**config.mk**
```make
export PLATFORM = sky130hd
export DESIGN_NAME = spi_slave
export DESIGN_NICKNAME = d
export VERILOG_FILES = /design/src/rtl/spi_pkg.sv /design/src/rtl/spi_sync.sv /design/src/rtl/spi_slave.sv
export SDC_FILE = /design/constraint.sdc
export NUM_CORES = 1
export LEC_CHECK = 0
export BUFFER_PORTS_ARGS = -buffer_cell sky130_fd_sc_hd__clkbuf_2
export CAP_MARGIN = 25
export CORE_ASPECT_RATIO = 2
export CORE_MARGIN = 5
export CORE_UTILIZATION = 45
export DETAILED_ROUTE_END_ITERATION = 7
export PLACE_DENSITY = 0.65
export SLEW_MARGIN = 30
export SYNTH_ARGS = -nofsm -noshare
export SYNTH_HDL_FRONTEND = slang
export SYNTH_HIERARCHICAL = 1
export SYNTH_SLANG_ARGS = --single-unit
```
**constraint.sdc**
```tcl
create_clock -name clk -period 2 [get_ports clk]
set_input_delay 0.1 -clock clk [delete_from_list [all_inputs] [get_ports clk]]
set_output_delay 0.1 -clock clk [all_outputs]
set_load 0.005 [all_outputs]
```
**src/rtl/spi_pkg.sv**
```systemverilog
// Shared constants and types for the SPI mode-0 slave.
// Consumed by spi_sync and spi_slave; see spi_slave.sv for the SPI_SLAVE_OVERRUN_EN option.
package spi_pkg;

    localparam int BYTE_W     = 8;
    localparam int SYNC_DEPTH = 2;
    localparam int CNT_W      = $clog2(BYTE_W);

    typedef enum logic [0:0] {
        IDLE   = 1'b0,
        ACTIVE = 1'b1
    } spi_state_e;

    localparam logic [CNT_W-1:0] LAST_BIT = CNT_W'(BYTE_W - 1);

endpackage

```
**src/rtl/spi_sync.sv**
```systemverilog
// Multi-flop synchroniser for one asynchronous SPI line, with rise/fall
// pulses derived from the synchronised level. RESET_VAL is the line's idle level.
module spi_sync
    import spi_pkg::*;
#(
    parameter logic RESET_VAL = 1'b0
)
(
    input  logic clk,
    input  logic reset,
    input  logic async_i,
    output logic sync_o,
    output logic rise_o,
    output logic fall_o
);

    logic [SYNC_DEPTH-1:0] sync_q;
    logic                  prev_q;

    always_ff @(posedge clk) begin
        if (reset) begin
            sync_q <= {SYNC_DEPTH{RESET_VAL}};
            prev_q <= RESET_VAL;
        end else begin
            sync_q <= {sync_q[SYNC_DEPTH-2:0], async_i};
            prev_q <= sync_q[SYNC_DEPTH-1];
        end
    end

    assign sync_o = sync_q[SYNC_DEPTH-1];
    assign rise_o =  sync_o & ~prev_q;
    assign fall_o = ~sync_o &  prev_q;

endmodule

```
**src/rtl/spi_slave.sv**
```systemverilog
// SPI mode-0 slave (CPOL=0, CPHA=0), oversampled on clk with one TX buffer.
// Optional `define SPI_SLAVE_OVERRUN_EN adds a sticky overrun output and drops unread bytes.
//
// state  | meaning
// -------+--------------------------------------------------------------
// IDLE   | CS high; MISO held 0, SCK edges ignored
// ACTIVE | CS low; bytes shift in on SCK rise, out on SCK fall
module spi_slave
    import spi_pkg::*;
(
    input  logic              clk,
    input  logic              reset,
    input  logic              SCK,
    input  logic              CS,
    input  logic              MOSI,
    output logic              MISO,
    input  logic [BYTE_W-1:0] tx_data,
    input  logic              tx_load,
    output logic              tx_ready,
    output logic [BYTE_W-1:0] rx_data,
    output logic              rx_valid,
`ifdef SPI_SLAVE_OVERRUN_EN
    output logic              overrun,
`endif
    input  logic              rx_ack
);

    logic sck_lvl, sck_rise, sck_fall;
    logic cs_lvl,  cs_rise,  cs_fall;
    logic mosi_s,  mosi_rise, mosi_fall;

    spi_sync #(.RESET_VAL(1'b0)) u_sck_sync (
        .clk    (clk),
        .reset  (reset),
        .async_i(SCK),
        .sync_o (sck_lvl),
        .rise_o (sck_rise),
        .fall_o (sck_fall)
    );

    spi_sync #(.RESET_VAL(1'b1)) u_cs_sync (
        .clk    (clk),
        .reset  (reset),
        .async_i(CS),
        .sync_o (cs_lvl),
        .rise_o (cs_rise),
        .fall_o (cs_fall)
    );

    spi_sync #(.RESET_VAL(1'b0)) u_mosi_sync (
        .clk    (clk),
        .reset  (reset),
        .async_i(MOSI),
        .sync_o (mosi_s),
        .rise_o (mosi_rise),
        .fall_o (mosi_fall)
    );

    // Not every channel needs both its level and its edges.
    logic unused_sync;
    assign unused_sync = ^{sck_lvl, cs_lvl, mosi_rise, mosi_fall};

    spi_state_e            state_q,    state_d;
    logic [CNT_W-1:0]      bit_cnt_q,  bit_cnt_d;
    logic [BYTE_W-2:0]     rx_shift_q, rx_shift_d;
    logic [BYTE_W-1:0]     tx_shift_q, tx_shift_d;
    logic [BYTE_W-1:0]     tx_buf_q,   tx_buf_d;
    logic                  tx_ready_q, tx_ready_d;
    logic [BYTE_W-1:0]     rx_data_q,  rx_data_d;
    logic                  rx_valid_q, rx_valid_d;
    logic                  consume;
`ifdef SPI_SLAVE_OVERRUN_EN
    logic                  overrun_q,  overrun_d;
`endif

    always_comb begin
        state_d    = state_q;
        bit_cnt_d  = bit_cnt_q;
        rx_shift_d = rx_shift_q;
        tx_shift_d = tx_shift_q;
        tx_buf_d   = tx_buf_q;
        tx_ready_d = tx_ready_q;
        rx_data_d  = rx_data_q;
        rx_valid_d = rx_valid_q;
        consume    = 1'b0;
`ifdef SPI_SLAVE_OVERRUN_EN
        overrun_d  = overrun_q;
`endif

        if (rx_ack) begin
            rx_valid_d = 1'b0;
        end

        case (state_q)
            IDLE: begin
                if (cs_fall) begin
                    state_d   = ACTIVE;
                    bit_cnt_d = '0;
                    consume   = 1'b1;
                end
            end
            ACTIVE: begin
                if (cs_rise) begin
                    state_d    = IDLE;
                    bit_cnt_d  = '0;
                    rx_shift_d = '0;
                end else if (sck_rise) begin
                    rx_shift_d = {rx_shift_q[BYTE_W-3:0], mosi_s};
                    bit_cnt_d  = bit_cnt_q + 1'b1;
                    if (bit_cnt_q == LAST_BIT) begin
`ifdef SPI_SLAVE_OVERRUN_EN
                        if (rx_valid_q && !rx_ack) begin
                            overrun_d = 1'b1;
                        end else begin
                            rx_data_d  = {rx_shift_q, mosi_s};
                            rx_valid_d = 1'b1;
                        end
`else
                        rx_data_d  = {rx_shift_q, mosi_s};
                        rx_valid_d = 1'b1;
`endif
                    end
                end else if (sck_fall) begin
                    // Counter at zero on a fall means a byte just finished: start the next one.
                    if (bit_cnt_q == '0) begin
                        consume = 1'b1;
                    end else begin
                        tx_shift_d = {tx_shift_q[BYTE_W-2:0], 1'b0};
                    end
                end
            end
            default: state_d = IDLE;
        endcase

        if (consume) begin
            tx_shift_d = tx_ready_q ? '0 : tx_buf_q;
            tx_ready_d = 1'b1;
        end

        // A load seen alongside a consume lands after it, leaving the buffer full.
        if (tx_load && tx_ready_q) begin
            tx_buf_d   = tx_data;
            tx_ready_d = 1'b0;
        end
    end

    always_ff @(posedge clk) begin
        if (reset) begin
            state_q    <= IDLE;
            bit_cnt_q  <= '0;
            rx_shift_q <= '0;
            tx_shift_q <= '0;
            tx_buf_q   <= '0;
            tx_ready_q <= 1'b1;
            rx_data_q  <= '0;
            rx_valid_q <= 1'b0;
`ifdef SPI_SLAVE_OVERRUN_EN
            overrun_q  <= 1'b0;
`endif
        end else begin
            state_q    <= state_d;
            bit_cnt_q  <= bit_cnt_d;
            rx_shift_q <= rx_shift_d;
            tx_shift_q <= tx_shift_d;
            tx_buf_q   <= tx_buf_d;
            tx_ready_q <= tx_ready_d;
            rx_data_q  <= rx_data_d;
            rx_valid_q <= rx_valid_d;
`ifdef SPI_SLAVE_OVERRUN_EN
            overrun_q  <= overrun_d;
`endif
        end
    end

    assign MISO     = (state_q == ACTIVE) & tx_shift_q[BYTE_W-1];
    assign tx_ready = tx_ready_q;
    assign rx_data  = rx_data_q;
    assign rx_valid = rx_valid_q;
`ifdef SPI_SLAVE_OVERRUN_EN
    assign overrun  = overrun_q;
`endif

endmodule

```
# Word-level counts from Yosys, hierarchy flattened
# Index checks and enable logic that the tools add are counted.
# Widths: inputs -> output; s select.
dict set report word_totals {
  regBits 45
  out_inout_bits 11
  latchBits 0
  word_cells 69
  mem_bits_rw 0
  inputBits 15
  mem_count 0
  mem_bits_ro 0
}
dict set report classes {
  n_shift 0
  div 0
  bitwise_logic 11
  eq_ne 6
  mul 0
  order_cmp 0
  n_addsub 1
  mux 28
  n_reduce_logical 10
}
# op n
set ops {}
lappend ops {{$mux 8} 7}
lappend ops {{$mux 7} 2}
lappend ops {{$mux 1} 13}
lappend ops {{$mux 3} 3}
lappend ops {{$reduce_bool 2->1} 4}
lappend ops {{$not 1->1} 6}
lappend ops {{$pmux 3 s2} 1}
lappend ops {{$and 1x1->1} 5}
lappend ops {{$reduce_and 5->1} 1}
lappend ops {{$ne 2x1->1 const B} 2}
lappend ops {{$ne 2x2->1 const B} 2}
lappend ops {{$pmux 1 s2} 2}
lappend ops {{$reduce_and 2->1} 2}
lappend ops {{$reduce_and 4->1} 1}
lappend ops {{$add 3x1->3 const B} 1}
lappend ops {{$eq 3x3->1 const B} 1}
lappend ops {{$logic_not 3->1} 1}
lappend ops {{$ne 3x3->1 const B} 1}
lappend ops {{$logic_and 1x1->1} 1}

# Longest topological paths before layout
dict set report depth {
  word_depth 8
  ltp_mapped 6
}

# Hierarchy
# Netlist, hierarchy kept.
# mod area_each_um2 cells_each seq_area_each_um2 instances
set modules_own_cells {}
lappend modules_own_cells {spi_slave 1545.2 174 740.7 1}
lappend modules_own_cells {{spi_sync (u_mosi_sync ...)} 91.3 8 60.1 2}
lappend modules_own_cells {{spi_sync (u_cs_sync)} 92.6 8 60.1 1}

# Least setup slack after synthesis
# Ideal clock, no wire load.
dict set report synth_timing {
  path_kind {register to register}
  from {register bit_cnt_q[0]}
  to {register tx_shift_q[1]}
  period_less_slack_ps 1493
  path_stages_with_launch 7
  path_slack_ps 507
  arrival_ps 1389
  path_cell_list {dfxtp_1 -> inv_1 -> ha_1 -> nor2b_1 -> clkbuf_1 -> a21o_4 -> a2111oi_2}
}
dict set report synth_via {
  elab_chain_len 8
}
# element line_no
set synth_lines {}
lappend synth_lines {{start: declaration} spi_slave.sv:64} ;# logic [CNT_W-1:0] bit_cnt_q, bit_cnt_d;
lappend synth_lines {{start signal: assignment} spi_slave.sv:162} ;# bit_cnt_q <= bit_cnt_d;
lappend synth_lines {{$logic_not 3->1 *} spi_slave.sv:125} ;# if (bit_cnt_q == '0) begin
lappend synth_lines {{$mux 1} spi_slave.sv:125}
lappend synth_lines {{$mux 1} spi_slave.sv:123} ;# end else if (sck_fall) begin
lappend synth_lines {{$mux 1} spi_slave.sv:107} ;# end else if (sck_rise) begin
lappend synth_lines {{$mux 1} spi_slave.sv:103} ;# if (cs_rise) begin
lappend synth_lines {{$pmux 1 s2} spi_slave.sv:94} ;# case (state_q)
lappend synth_lines {{$ne 2x2->1 (no line) (tied with other cells)} n/a}
lappend synth_lines {{$reduce_and 5->1 (no line)} n/a}
lappend synth_lines {{end signal: assignment} spi_slave.sv:164} ;# tx_shift_q <= tx_shift_d;
lappend synth_lines {{end: declaration} spi_slave.sv:66} ;# logic [BYTE_W-1:0] tx_shift_q, tx_shift_d;
# Every way passes the cells marked *; elsewhere a longest branch is shown, timed or not.
# A chain may end at the register's enable or synchronous reset.

# Final worst setup path
dict set report layout_timing {
  from {register bit_cnt_q[0]}
  to {register tx_shift_q[2]}
}
# The elaborated chain is that of the path after synthesis.

==> summary.md <==
| Metric | Value |
|---|---|
| First-pass GRT wire length | `5.87 mm` |
| Initial Util | `0.464` |
| Drt pass-1 iters | `4` |
| Core area | `3840 um2` |
| Largest net degree at the start of global routing | `27` |
| Worst Hold Slack | `0.0157 ns` |
| Detail-routed net length per standard cell | `13.4 um` |
| Worst Path Required | `2.19 ns` |
| CP max-delay cell | `nor2b_1` |
| Synth Net Count | `212` |
| Reg2reg setup slack | `0.34 ns` |
| Cell count after synthesis | `194` |
| Clock slew at reported path FFs | `0.09 ns` |
| Count of input and output buffers | `25` |
| Die height | `99.0 um` |
| Share of cells above drive strength 1 | `0.211` |
| Setup TNS | `0 ns` |
| Routed Antenna Nets | `0` |
| Total GRT Usage | `0.147` |
| Clock Skew | `0.00296 ns` |
| Worst slew margin | `0.604` |
| Average size of a mapped cell | `9.18 um2` |
| Layout overhead on the synthesized area | `14.8%` |
| Htree depth | `2` |
| Endpoints failing setup | `0` |
| Final wirelength | `3.61 mm` |
| Area of the die | `5390 um2` |
| CTS sink count | `45` |
| Clock Tree Root | `clkbuf_8` |
| CTS buffer count | `5` |
| Worst path bufs/invs | `1` |
| PnR worst setup slack | `0.338 ns` |
| DRC | `0` |
| Maximum vdd ir drop | `630 uV` |
| DR iter-0 viols | `20` |
| Critical path startpoint category | `flip-flop` |
| Hold Fails Final Rpt | `0` |
| Worst Setup End Kind | `flip-flop` |
| Outcome | `finished clean` |
| Max Root-Sink Buffers | `2` |
| CTS tree | `yes` |
| Worst min path class | `in -> reg` |
| Tmin final | `1.66 ns` |
| Vias in the first global route | `1,372` |
| Die Wd | `54.5 um` |
| Tightest Pin Transition | `0.592 ns` |
| Via/cell ratio | `5.35` |
| Final nets | `235` |
| Synth Cell Area | `1780 um2` |
| Ys Warns | `6` |
| # diodes | `0` |
| Maximum fanout along the worst path | `9` |
| Period utilisation layout | `0.831` |
| CP Data Arrival Time | `1.85 ns` |
| Design Power | `1610 uW` |
| Worst-Skew Late Latency | `0.29 ns` |
| Static Leak | `0.000756 uW` |
| CP Cell Sequence | `inv_1 -> ha_1 -> nor2b_1 -> nor3_1 -> a2111oi_2` |
| CP top delay family | `simple AND/OR/NAND/NOR gates` |
| Routed via count | `1,439` |
| CP Class | `reg -> reg` |
| Total global routing overflow | `0` |
| Final Util | `0.532` |
| Detailed Place HPWL | `2.67 mm` |
| Post-Place Setup Slack | `0.354 ns` |
| # rows | `32` |
| Max stage delay on crit path | `0.49 ns` |
| Max Slew Vio Count | `0` |
| Initial antenna violation count | `0` |
| # IOs | `26` |
| PD cells | `788 nW/um2` |
| Final Wtd Congestion | `0.762` |
| RSZ-0062 raised after global routing | `no` |
| # Max-Cap Violations | `0` |
| Fmax | `0.602 GHz` |
| Buffer count from post-CTS setup fixing | `0` |
-- registers in the layout (all words and copies together) (netlist names) --
register and cells:
u_sck_sync/prev_q 1, rx_valid 1, u_mosi_sync/sync_q 2, tx_shift_q 8
tx_buf_q 8, u_cs_sync/prev_q 1, u_cs_sync/sync_q 2, tx_ready 1
u_sck_sync/sync_q 2, bit_cnt_q 3, rx_data 8, state_q 1
rx_shift_q 7
-- metrics by stage --
| step | cell area (um2) | instances |
|---|---|---|
| floorplan | 1780 | 194 |
| global placement | 1950 | 260 |
| detailed placement | 1950 | 260 |
| CTS | 2050 | 269 |
| global route | 2050 | 269 |
| finish | 2050 | 269 |
-- path summary, 6_finish.rpt --
check                                          from                    to  cells past startpoint
worst min register to register  u_cs_sync/sync_q[0]   u_cs_sync/sync_q[1]                      1
worst max register to register         bit_cnt_q[0]         tx_shift_q[2]                      5
worst max-delay path                   bit_cnt_q[0]         tx_shift_q[2]                      5
worst min-delay path                            SCK  u_sck_sync/sync_q[0]                      2
-- layer usage --
metal | GRT usage | vias up | part of all wire
li1 | - | 718 | -
met1 | 0.143 | 692 | 0.38
met2 | 0.270 | 22 | 0.57
met3 | 0.0333 | 7 | 0.026
met4 | 0.0691 | 0 | 0.024
met5 | 0 | - | 0
-- where the power goes --
part           internal (uW)  switching [uW]
logic                   49.1            56.7
clock network            248             314
registers                923            22.0
total                   1220             392
-- cell usage in the layout, fill, tap and decap left out, drive strengths merged, types with 2 or more instances in the layout --
| cell type | count |
|---|---|
| dfxtp | 45 |
| clkbuf | 30 |
| nand2 | 26 |
| a21oi | 19 |
| nor3 | 14 |
| nor2 | 10 |
| nor2b | 10 |
| nand2b | 10 |
| nand3 | 9 |
| a22oi | 7 |
| a2111oi | 7 |
| buf | 4 |
| ha | 3 |
| or2 | 3 |
| inv | 3 |
| a32oi | 2 |
| a21o | 2 |
-- layout make-up --
class | count | area [um2]
Clock buffer | 5 | 68.8
Clock inverter | 3 | 21.3
Fill cell | 379 | 1800
Inverter | 2 | 7.51
Multi-Input combinational cell | 133 | 818
Sequential cell | 45 | 901
Tap cell | 51 | 63.8
Timing Repair Buffer | 30 | 165
-- timing repair --
action	4_1_cts	5_1_grt
hold buffers	1	0
resized for setup	0	0
hold endpoints to repair	1	0
Power figures use the tool's default switching activity.
